--- src/rtl/control_in_pkg.sv ---
// ============================================================================
// Module : control_in_pkg
// Brief  : Shared constants and width helpers for the control-word stage buffer.
// Rev    : 1.0  initial release
// ============================================================================
`default_nettype none

package control_in_pkg;

  localparam logic [31:0] RV_NOP = 32'h0000_0013;

  function automatic int ptr_width(input int depth);
    return (depth > 1) ? $clog2(depth) : 1;
  endfunction

  function automatic int cnt_width(input int depth);
    return $clog2(depth + 1);
  endfunction

endpackage

`default_nettype wire

--- src/rtl/control_in_stage_buffer_if.sv ---
// ============================================================================
// Module : control_in_stage_buffer_if
// Brief  : Producer/consumer handshake bundle and status for the stage buffer.
// Rev    : 1.0  initial release
// ============================================================================
`default_nettype none

interface control_in_stage_buffer_if
  import control_in_pkg::*;
#(
  parameter int DATA_W = 32,
  parameter int DEPTH  = 4
);
  localparam int CNT_W = cnt_width(DEPTH);

  logic              in_valid;
  logic              in_ready;
  logic [DATA_W-1:0] in_data;
  logic              flush;
  logic              out_valid;
  logic              out_ready;
  logic [DATA_W-1:0] out_data;
  logic              out_is_nop;
  logic [CNT_W-1:0]  count;
  logic              full;
  logic              empty;

  modport slave (
    input  in_valid, in_data, flush, out_ready,
    output in_ready, out_valid, out_data, out_is_nop, count, full, empty
  );

  modport master (
    output in_valid, in_data, flush, out_ready,
    input  in_ready, out_valid, out_data, out_is_nop, count, full, empty
  );

endinterface

`default_nettype wire

--- src/rtl/control_in_fifo_mem.sv ---
// ============================================================================
// Module : control_in_fifo_mem
// Brief  : DEPTH x DATA_W register array, one write port, async read port.
// Rev    : 1.0  initial release
// ============================================================================
`default_nettype none

module control_in_fifo_mem #(
  parameter int DATA_W = 32,
  parameter int DEPTH  = 4,
  parameter int PTR_W  = 2
) (
  input  wire logic              clk,
  input  wire logic              i_we,
  input  wire logic [PTR_W-1:0]  i_waddr,
  input  wire logic [DATA_W-1:0] i_wdata,
  input  wire logic [PTR_W-1:0]  i_raddr,
  output logic      [DATA_W-1:0] o_rdata
);

  // No reset: entry validity is tracked by the owner's occupancy count.
  logic [DATA_W-1:0] r_mem [DEPTH];

  always_ff @(posedge clk) begin
    if (i_we) begin
      r_mem[i_waddr] <= i_wdata;
    end
  end

  assign o_rdata = r_mem[i_raddr];

endmodule

`default_nettype wire

--- src/rtl/control_in_stage_buffer.sv ---
// ============================================================================
// Module : control_in_stage_buffer
// Brief  : Control-word FIFO with valid/ready, flush, bypass and NOP bubbles.
// Rev    : 1.0  initial release
// ============================================================================
`default_nettype none

module control_in_stage_buffer
  import control_in_pkg::*;
#(
  parameter int              DATA_W   = 32,
  parameter int              DEPTH    = 4,
  parameter logic [DATA_W-1:0] NOP_WORD = DATA_W'(RV_NOP),
  parameter bit              BYPASS   = 1'b1
) (
  input wire logic                clk,
  input wire logic                rst,
  control_in_stage_buffer_if.slave bus
);

  localparam int PTR_W = ptr_width(DEPTH);
  localparam int CNT_W = cnt_width(DEPTH);

  logic [PTR_W-1:0]  r_wr_ptr;
  logic [PTR_W-1:0]  r_rd_ptr;
  logic [CNT_W-1:0]  r_count;

  logic              w_full;
  logic              w_empty;
  logic              w_in_ready;
  logic              w_out_valid;
  logic [DATA_W-1:0] w_out_data;
  logic [DATA_W-1:0] w_mem_rdata;
  logic              w_wr;
  logic              w_rd;
  logic              w_push;
  logic              w_pop;

  assign w_full     = (r_count == CNT_W'(DEPTH));
  assign w_empty    = (r_count == '0);
  assign w_in_ready = !w_full && !bus.flush && !rst;

  // Bypass only ever applies with nothing stored, so ordering stays FIFO.
  always_comb begin
    w_out_valid = 1'b0;
    w_out_data  = NOP_WORD;
    if (!bus.flush) begin
      if (!w_empty) begin
        w_out_valid = 1'b1;
        w_out_data  = w_mem_rdata;
      end else if (BYPASS && bus.in_valid) begin
        w_out_valid = 1'b1;
        w_out_data  = bus.in_data;
      end
    end
  end

  assign w_wr   = bus.in_valid && w_in_ready;
  assign w_rd   = w_out_valid && bus.out_ready;
  assign w_push = w_wr && !(w_empty && w_rd);
  assign w_pop  = w_rd && !w_empty;

  always_ff @(posedge clk) begin
    if (rst || bus.flush) begin
      r_wr_ptr <= '0;
      r_rd_ptr <= '0;
      r_count  <= '0;
    end else begin
      if (w_push) begin
        r_wr_ptr <= r_wr_ptr + PTR_W'(1);
      end
      if (w_pop) begin
        r_rd_ptr <= r_rd_ptr + PTR_W'(1);
      end
      case ({w_push, w_pop})
        2'b10:   r_count <= r_count + CNT_W'(1);
        2'b01:   r_count <= r_count - CNT_W'(1);
        default: r_count <= r_count;
      endcase
    end
  end

  control_in_fifo_mem #(
    .DATA_W (DATA_W),
    .DEPTH  (DEPTH),
    .PTR_W  (PTR_W)
  ) u_mem (
    .clk     (clk),
    .i_we    (w_push),
    .i_waddr (r_wr_ptr),
    .i_wdata (bus.in_data),
    .i_raddr (r_rd_ptr),
    .o_rdata (w_mem_rdata)
  );

  assign bus.in_ready   = w_in_ready;
  assign bus.out_valid  = w_out_valid;
  assign bus.out_data   = w_out_data;
  assign bus.out_is_nop = !w_out_valid;
  assign bus.count      = r_count;
  assign bus.full       = w_full;
  assign bus.empty      = w_empty;

endmodule

`default_nettype wire
--- src/flat_wrapper.sv ---
// flat-port wrapper written by rule: the top's interface ports become plain ports
module control_in_stage_buffer_flat import control_in_pkg::*;
#(
  parameter int              DATA_W   = 32,
  parameter int              DEPTH    = 4,
  parameter logic [DATA_W-1:0] NOP_WORD = DATA_W'(RV_NOP),
  parameter bit              BYPASS   = 1'b1
)
  (clk, rst, bus_in_valid, bus_in_data, bus_flush, bus_out_ready, bus_in_ready, bus_out_valid, bus_out_data, bus_out_is_nop, bus_count, bus_full, bus_empty);
  control_in_stage_buffer_if #(.DATA_W(DATA_W), .DEPTH(DEPTH)) bus_i ();
  input wire logic clk;
  input wire logic rst;
  input wire logic [$bits(bus_i.in_valid)-1:0] bus_in_valid;
  input wire logic [$bits(bus_i.in_data)-1:0] bus_in_data;
  input wire logic [$bits(bus_i.flush)-1:0] bus_flush;
  input wire logic [$bits(bus_i.out_ready)-1:0] bus_out_ready;
  output wire logic [$bits(bus_i.in_ready)-1:0] bus_in_ready;
  output wire logic [$bits(bus_i.out_valid)-1:0] bus_out_valid;
  output wire logic [$bits(bus_i.out_data)-1:0] bus_out_data;
  output wire logic [$bits(bus_i.out_is_nop)-1:0] bus_out_is_nop;
  output wire logic [$bits(bus_i.count)-1:0] bus_count;
  output wire logic [$bits(bus_i.full)-1:0] bus_full;
  output wire logic [$bits(bus_i.empty)-1:0] bus_empty;
  assign bus_i.in_valid = bus_in_valid;
  assign bus_i.in_data = bus_in_data;
  assign bus_i.flush = bus_flush;
  assign bus_i.out_ready = bus_out_ready;
  assign bus_in_ready = bus_i.in_ready;
  assign bus_out_valid = bus_i.out_valid;
  assign bus_out_data = bus_i.out_data;
  assign bus_out_is_nop = bus_i.out_is_nop;
  assign bus_count = bus_i.count;
  assign bus_full = bus_i.full;
  assign bus_empty = bus_i.empty;
  control_in_stage_buffer #(.DATA_W(DATA_W), .DEPTH(DEPTH), .NOP_WORD(NOP_WORD), .BYPASS(BYPASS)) u_core (.clk(clk), .rst(rst), .bus(bus_i));
endmodule
--- config.mk ---
export PLATFORM = sky130hd
export DESIGN_NAME = control_in_stage_buffer_flat
export DESIGN_NICKNAME = d
export VERILOG_FILES = /design/src/rtl/control_in_pkg.sv /design/src/rtl/control_in_stage_buffer_if.sv /design/src/rtl/control_in_fifo_mem.sv /design/src/rtl/control_in_stage_buffer.sv /design/src/flat_wrapper.sv
export SDC_FILE = /design/constraint.sdc
export NUM_CORES = 1
export LEC_CHECK = 0
export CAP_MARGIN = 25
export CORE_ASPECT_RATIO = 1.2
export CORE_UTILIZATION = 43
export CTS_CLUSTER_DIAMETER = 60
export CTS_CLUSTER_SIZE = 25
export DETAILED_ROUTE_END_ITERATION = 8
export MAX_ROUTING_LAYER = met4
export PLACE_DENSITY = 0.69
export SLEW_MARGIN = 10
export SYNTH_ARGS = -nofsm -noshare
export SYNTH_HDL_FRONTEND = slang
export SYNTH_HIERARCHICAL = 1
export SYNTH_SLANG_ARGS = --single-unit
--- constraint.sdc ---
create_clock -name clk -period 5.1 [get_ports clk]
set_clock_uncertainty 0.05 [all_clocks]
set_input_delay 1.02 -clock clk [delete_from_list [all_inputs] [get_ports clk]]
set_output_delay 1.02 -clock clk [all_outputs]
set_load 0.02 [all_outputs]
==> results.txt <==
The share of the clock period used by the worst path after layout was 0.810. The H-tree generated during clock tree synthesis spans 4 levels. The area growth from synthesis to layout is 22.1%. The fraction of power consumed by combinational cells is 0.064. The min-delay analysis places its worst path in the category register to register. For the pin with the worst max-slew slack, the measured transition is 0.938 ns. The number of synthesis warnings was 6. The maximum count of clock buffers along a single path was 2; the number of failing hold endpoints at the final stage was 0.

Clock insertion delay at the later pin of the skew report: 0.41 ns. The repair_antennas step left the layout with diodes totalling 0. The largest individual stage delay along the critical path comes from the cell sky130_fd_sc_hd__or3_2.

The startpoint-to-endpoint class of the critical path was register to primary output. When the netlist entered floorplanning its net count stood at 366. The tools report the final-report max-slew violation count as 0. The number of antenna-violating nets in the routed design was 0. The startpoint of the most critical register-to-register path was u_core/bus.count[0].

First element of the critical path: u_core/bus.count[1]. The run gives 0 as the count of maximum capacitance violations. After detailed routing, the number of remaining DRC violations is 0.

In this run the power density over the cells is 337 nW/µm². Proportion of power drawn by flip-flops and latches: 0.518. The kind of cell with the highest combined delay along the critical path is buffers and inverters.

The run gives 0.693 as the sequential fraction of the synthesis area. The logs give 0.375 for the worst slew slack as a fraction of its limit and 3230 for the number of global-route vias before repair. The largest area contributor in the netlist is sky130_fd_sc_hd__edfxtp_1.

The final layout contains 446 nets. The sum of buffers and inverters on the critical path was 2. TritonCTS built the clock tree. The die covers 13800 µm².

The fraction of power spent switching nets was 0.199. In this run the vertical extent of the chip is 129 µm. The logs give 45 for the floorplan row count and 37 for the maximum number of pins on one net before global-route repair. Setup repair after global routing left no endpoint under its margin. The initial detailed-routing violation count came out at 183. The initial antenna violation count is 0, and the number of enable flip-flop cells after synthesis is 128.

For the arrival time at the worst endpoint, the log shows 3.06 ns. Counting the buffers created by CTS gives 17. The fraction of final layout cells with drive strength greater than 1 came out at 0.222. Top-area cell type share of the netlist area: 0.668. STA puts the critical path data required time at 4.03 ns. Cell internal power was estimated by the tool at 1.90 mW. The number of gates on the worst path with buffers counted works out to 5. The run gives 12800 µm² as the area of the core. The worst-path maximum fanout is 36, and the number of vias per cell after detailed routing is 5.24.

Fill cells in the final layout number 1044. Most instantiated library cell after synthesis: sky130_fd_sc_hd__edfxtp_1. Pin placement for this block handled 77 I/O pins.

The clock network power share was 0.418. In this run the power spent charging and discharging nets is 0.472 mW. The worst setup path is launched from a register. In this run the worst setup path terminates at bus_out_data[3]. Counting every instance in the synthesized netlist gives 327. Global-route congestion overflow total: 0. The tools report the hold-fix buffer count after cts as 0.

The async set-or-reset flop fraction in the synthesized netlist works out to 0. The largest stage delay on the critical path works out to 0.89 ns. In the final routed layout, each cell accounts on average for 18.6 µm. The end of the worst register-to-register path is u_core/bus.count[2]. Ranked by total cell area, the synthesized netlist is headed by sky130_fd_sc_hd__edfxtp_1, sky130_fd_sc_hd__mux4_2, sky130_fd_sc_hd__a21oi_2. The effective utilization at floorplan was 0.448. The run gives 33 as the distinct cell type count after synthesis. Traced cell by cell, the critical path runs through or3_2, inv_4, nand2_1, a21oi_2, clkdlybuf4s50_1. The standby leakage power is 2.23 nW. Buffers placed on the I/O ports in this run total 76. The tools report the post-synthesis cell area as 5750 µm².

The die is 108 µm wide. The clock slew seen by the registers of the worst setup and hold paths came out at 0.05 ns. Routability congestion estimate from global placement: 0.697.

The flow ran to the end, and the final reports show no timing, DRC or antenna violations. IR analysis of the VDD net gives a maximum drop of 0.207 mV. The timing-limited maximum frequency was 242 MHz. After routing, the total negative slack on setup checks comes to 0 ns. The cell count of the worst reg-to-reg path was 9; the mean instance size in the synthesized netlist was 17.6 µm². Setup violations remaining at the end of the flow were counted as 0. Summed over all layers, the routed wires come to 10800 µm. The first global-routing pass estimated 17100 µm of wire.

In the synthesized netlist the dominant register cell turns out to be sky130_fd_sc_hd__edfxtp_1. Subtracting the final worst setup slack from the clock period gives 4.13 ns. For the CTS sink count, the log shows 135.

The run gives 3057 as the number of vias in the routed layout. The tools report the root buffer selected by CTS as sky130_fd_sc_hd__clkbuf_16. In this run the post-CTS setup repair buffer count came out at 0. Counting instances in the post-synthesis netlist gives the leading cell types as sky130_fd_sc_hd__edfxtp_1, sky130_fd_sc_hd__nand2_1, sky130_fd_sc_hd__mux4_2. The first detailed-routing pass took 4 iterations. The overall routing resource usage was 0.178; the flop and latch count out of synthesis was 135.

The register-to-register setup slack is 2.25 ns. Gates resized during post-CTS repair numbered 0. The completed layout was analyzed and its total power is 2.37 mW.

The wire-length estimate of the detail-placed layout is 6500 µm. STA classifies the critical path endpoint as a primary output.
-- cells in the final DEF (no fill, tap or decap), types with 3 or more instances in the layout --
cell type and n:
sky130_fd_sc_hd__clkbuf_1 5, sky130_fd_sc_hd__clkdlybuf4s50_1 76, sky130_fd_sc_hd__clkbuf_16 17, sky130_fd_sc_hd__nand2_1 66, sky130_fd_sc_hd__edfxtp_1 128, sky130_fd_sc_hd__nor2_1 10, sky130_fd_sc_hd__inv_1 4, sky130_fd_sc_hd__clkinv_1 7
sky130_fd_sc_hd__a21oi_1 3, sky130_fd_sc_hd__xor2_1 4, sky130_fd_sc_hd__buf_4 3, sky130_fd_sc_hd__dfxtp_1 5, sky130_fd_sc_hd__mux4_2 30, sky130_fd_sc_hd__a21oi_2 29, sky130_fd_sc_hd__nand3_1 5
-- sequential cells by signal (all words and copies together), names as in the netlist --
name / count
u_core/u_mem/r_mem: 128
u_core/bus.count: 3
u_core/r_rd_ptr: 2
u_core/r_wr_ptr: 2
-- through the flow --
stage | worst slack (ns) | instances | instance area [µm²] | hold slack, ns | util
global placement | 1.06 | 552 | 6540 | 0.473 | 0.510
CTS | 0.925 | 583 | 7020 | 0.493 | 0.547
floorplan | 0.610 | 327 | 5750 | 0.472 | -
finish | 0.970 | 583 | 7020 | 0.486 | 0.547
detailed placement | 1.04 | 552 | 6540 | 0.480 | 0.510
global route | 0.816 | 583 | 7020 | 0.525 | 0.547
-- metal layers --
layer,vias up,global-route usage,share of wire
li1,1411,-,-
met1,1570,0.210,0.42
met2,68,0.289,0.53
met3,8,0.0537,0.039
met4,0,0.0669,0.012
met5,-,-,0
-- power groups by stage --
stage / combinational [mW] / sequential [mW] / clock [mW]
floorplan: 0.0778 / 1.25 / 0
global placement: 0.149 / 1.25 / 0
detailed placement: 0.152 / 1.25 / 0
CTS: 0.152 / 1.23 / 1.01
global route: 0.162 / 1.23 / 1.06
finish: 0.150 / 1.23 / 0.990
-- worst reg2reg max path, delay by kind of cell, from the launching register on --
family | cells | cell delay [ns]
AND/OR/NAND/NOR | 4 | 1.41
flip-flops | 1 | 0.41
adder cells (fa/ha/maj) | 2 | 0.57
buffers and inverters | 1 | 0.06
XOR/XNOR | 1 | 0.15
AO/OA/AOI/OAI | 1 | 0.13
-- cell families after synthesis --
group	after synthesis	share of synthesized area
fa+ha+maj	2	0.00566
mux	32	0.127
xor+xnor	4	0.00609
compound gates	37	0.0531
flops	135	0.693
simple gates	93	0.0731
buf+inv	24	0.0426
-- layout make-up --
cell class	count	area (µm²)	area share
Clock buffer	22	444	0.0632
Timing Repair Buffer	79	783	0.112
Multi-Input combinational cell	168	1530	0.218
Sequential cell	135	3990	0.568
Tap cell	164	205	0.0292
Clock inverter	9	36.3	0.00517
Inverter	6	37.5	0.00534
-- how the worst min path moves through the flow --
stage          depth (start not counted)                   to  slack, ns           startpoint
3_5_place_dp                           2  u_core/bus.count[2]       0.48  u_core/bus.count[2]
2_1_floorplan                          2   u_core/r_rd_ptr[0]       0.47   u_core/r_rd_ptr[0]
5_1_grt                                2  u_core/bus.count[2]       0.52  u_core/bus.count[2]
6_report                               2  u_core/bus.count[2]       0.49  u_core/bus.count[2]
4_1_cts                                2  u_core/bus.count[2]       0.49  u_core/bus.count[2]
3_3_place_gp                           2  u_core/bus.count[2]       0.47  u_core/bus.count[2]
Power figures use the tool's default switching activity.
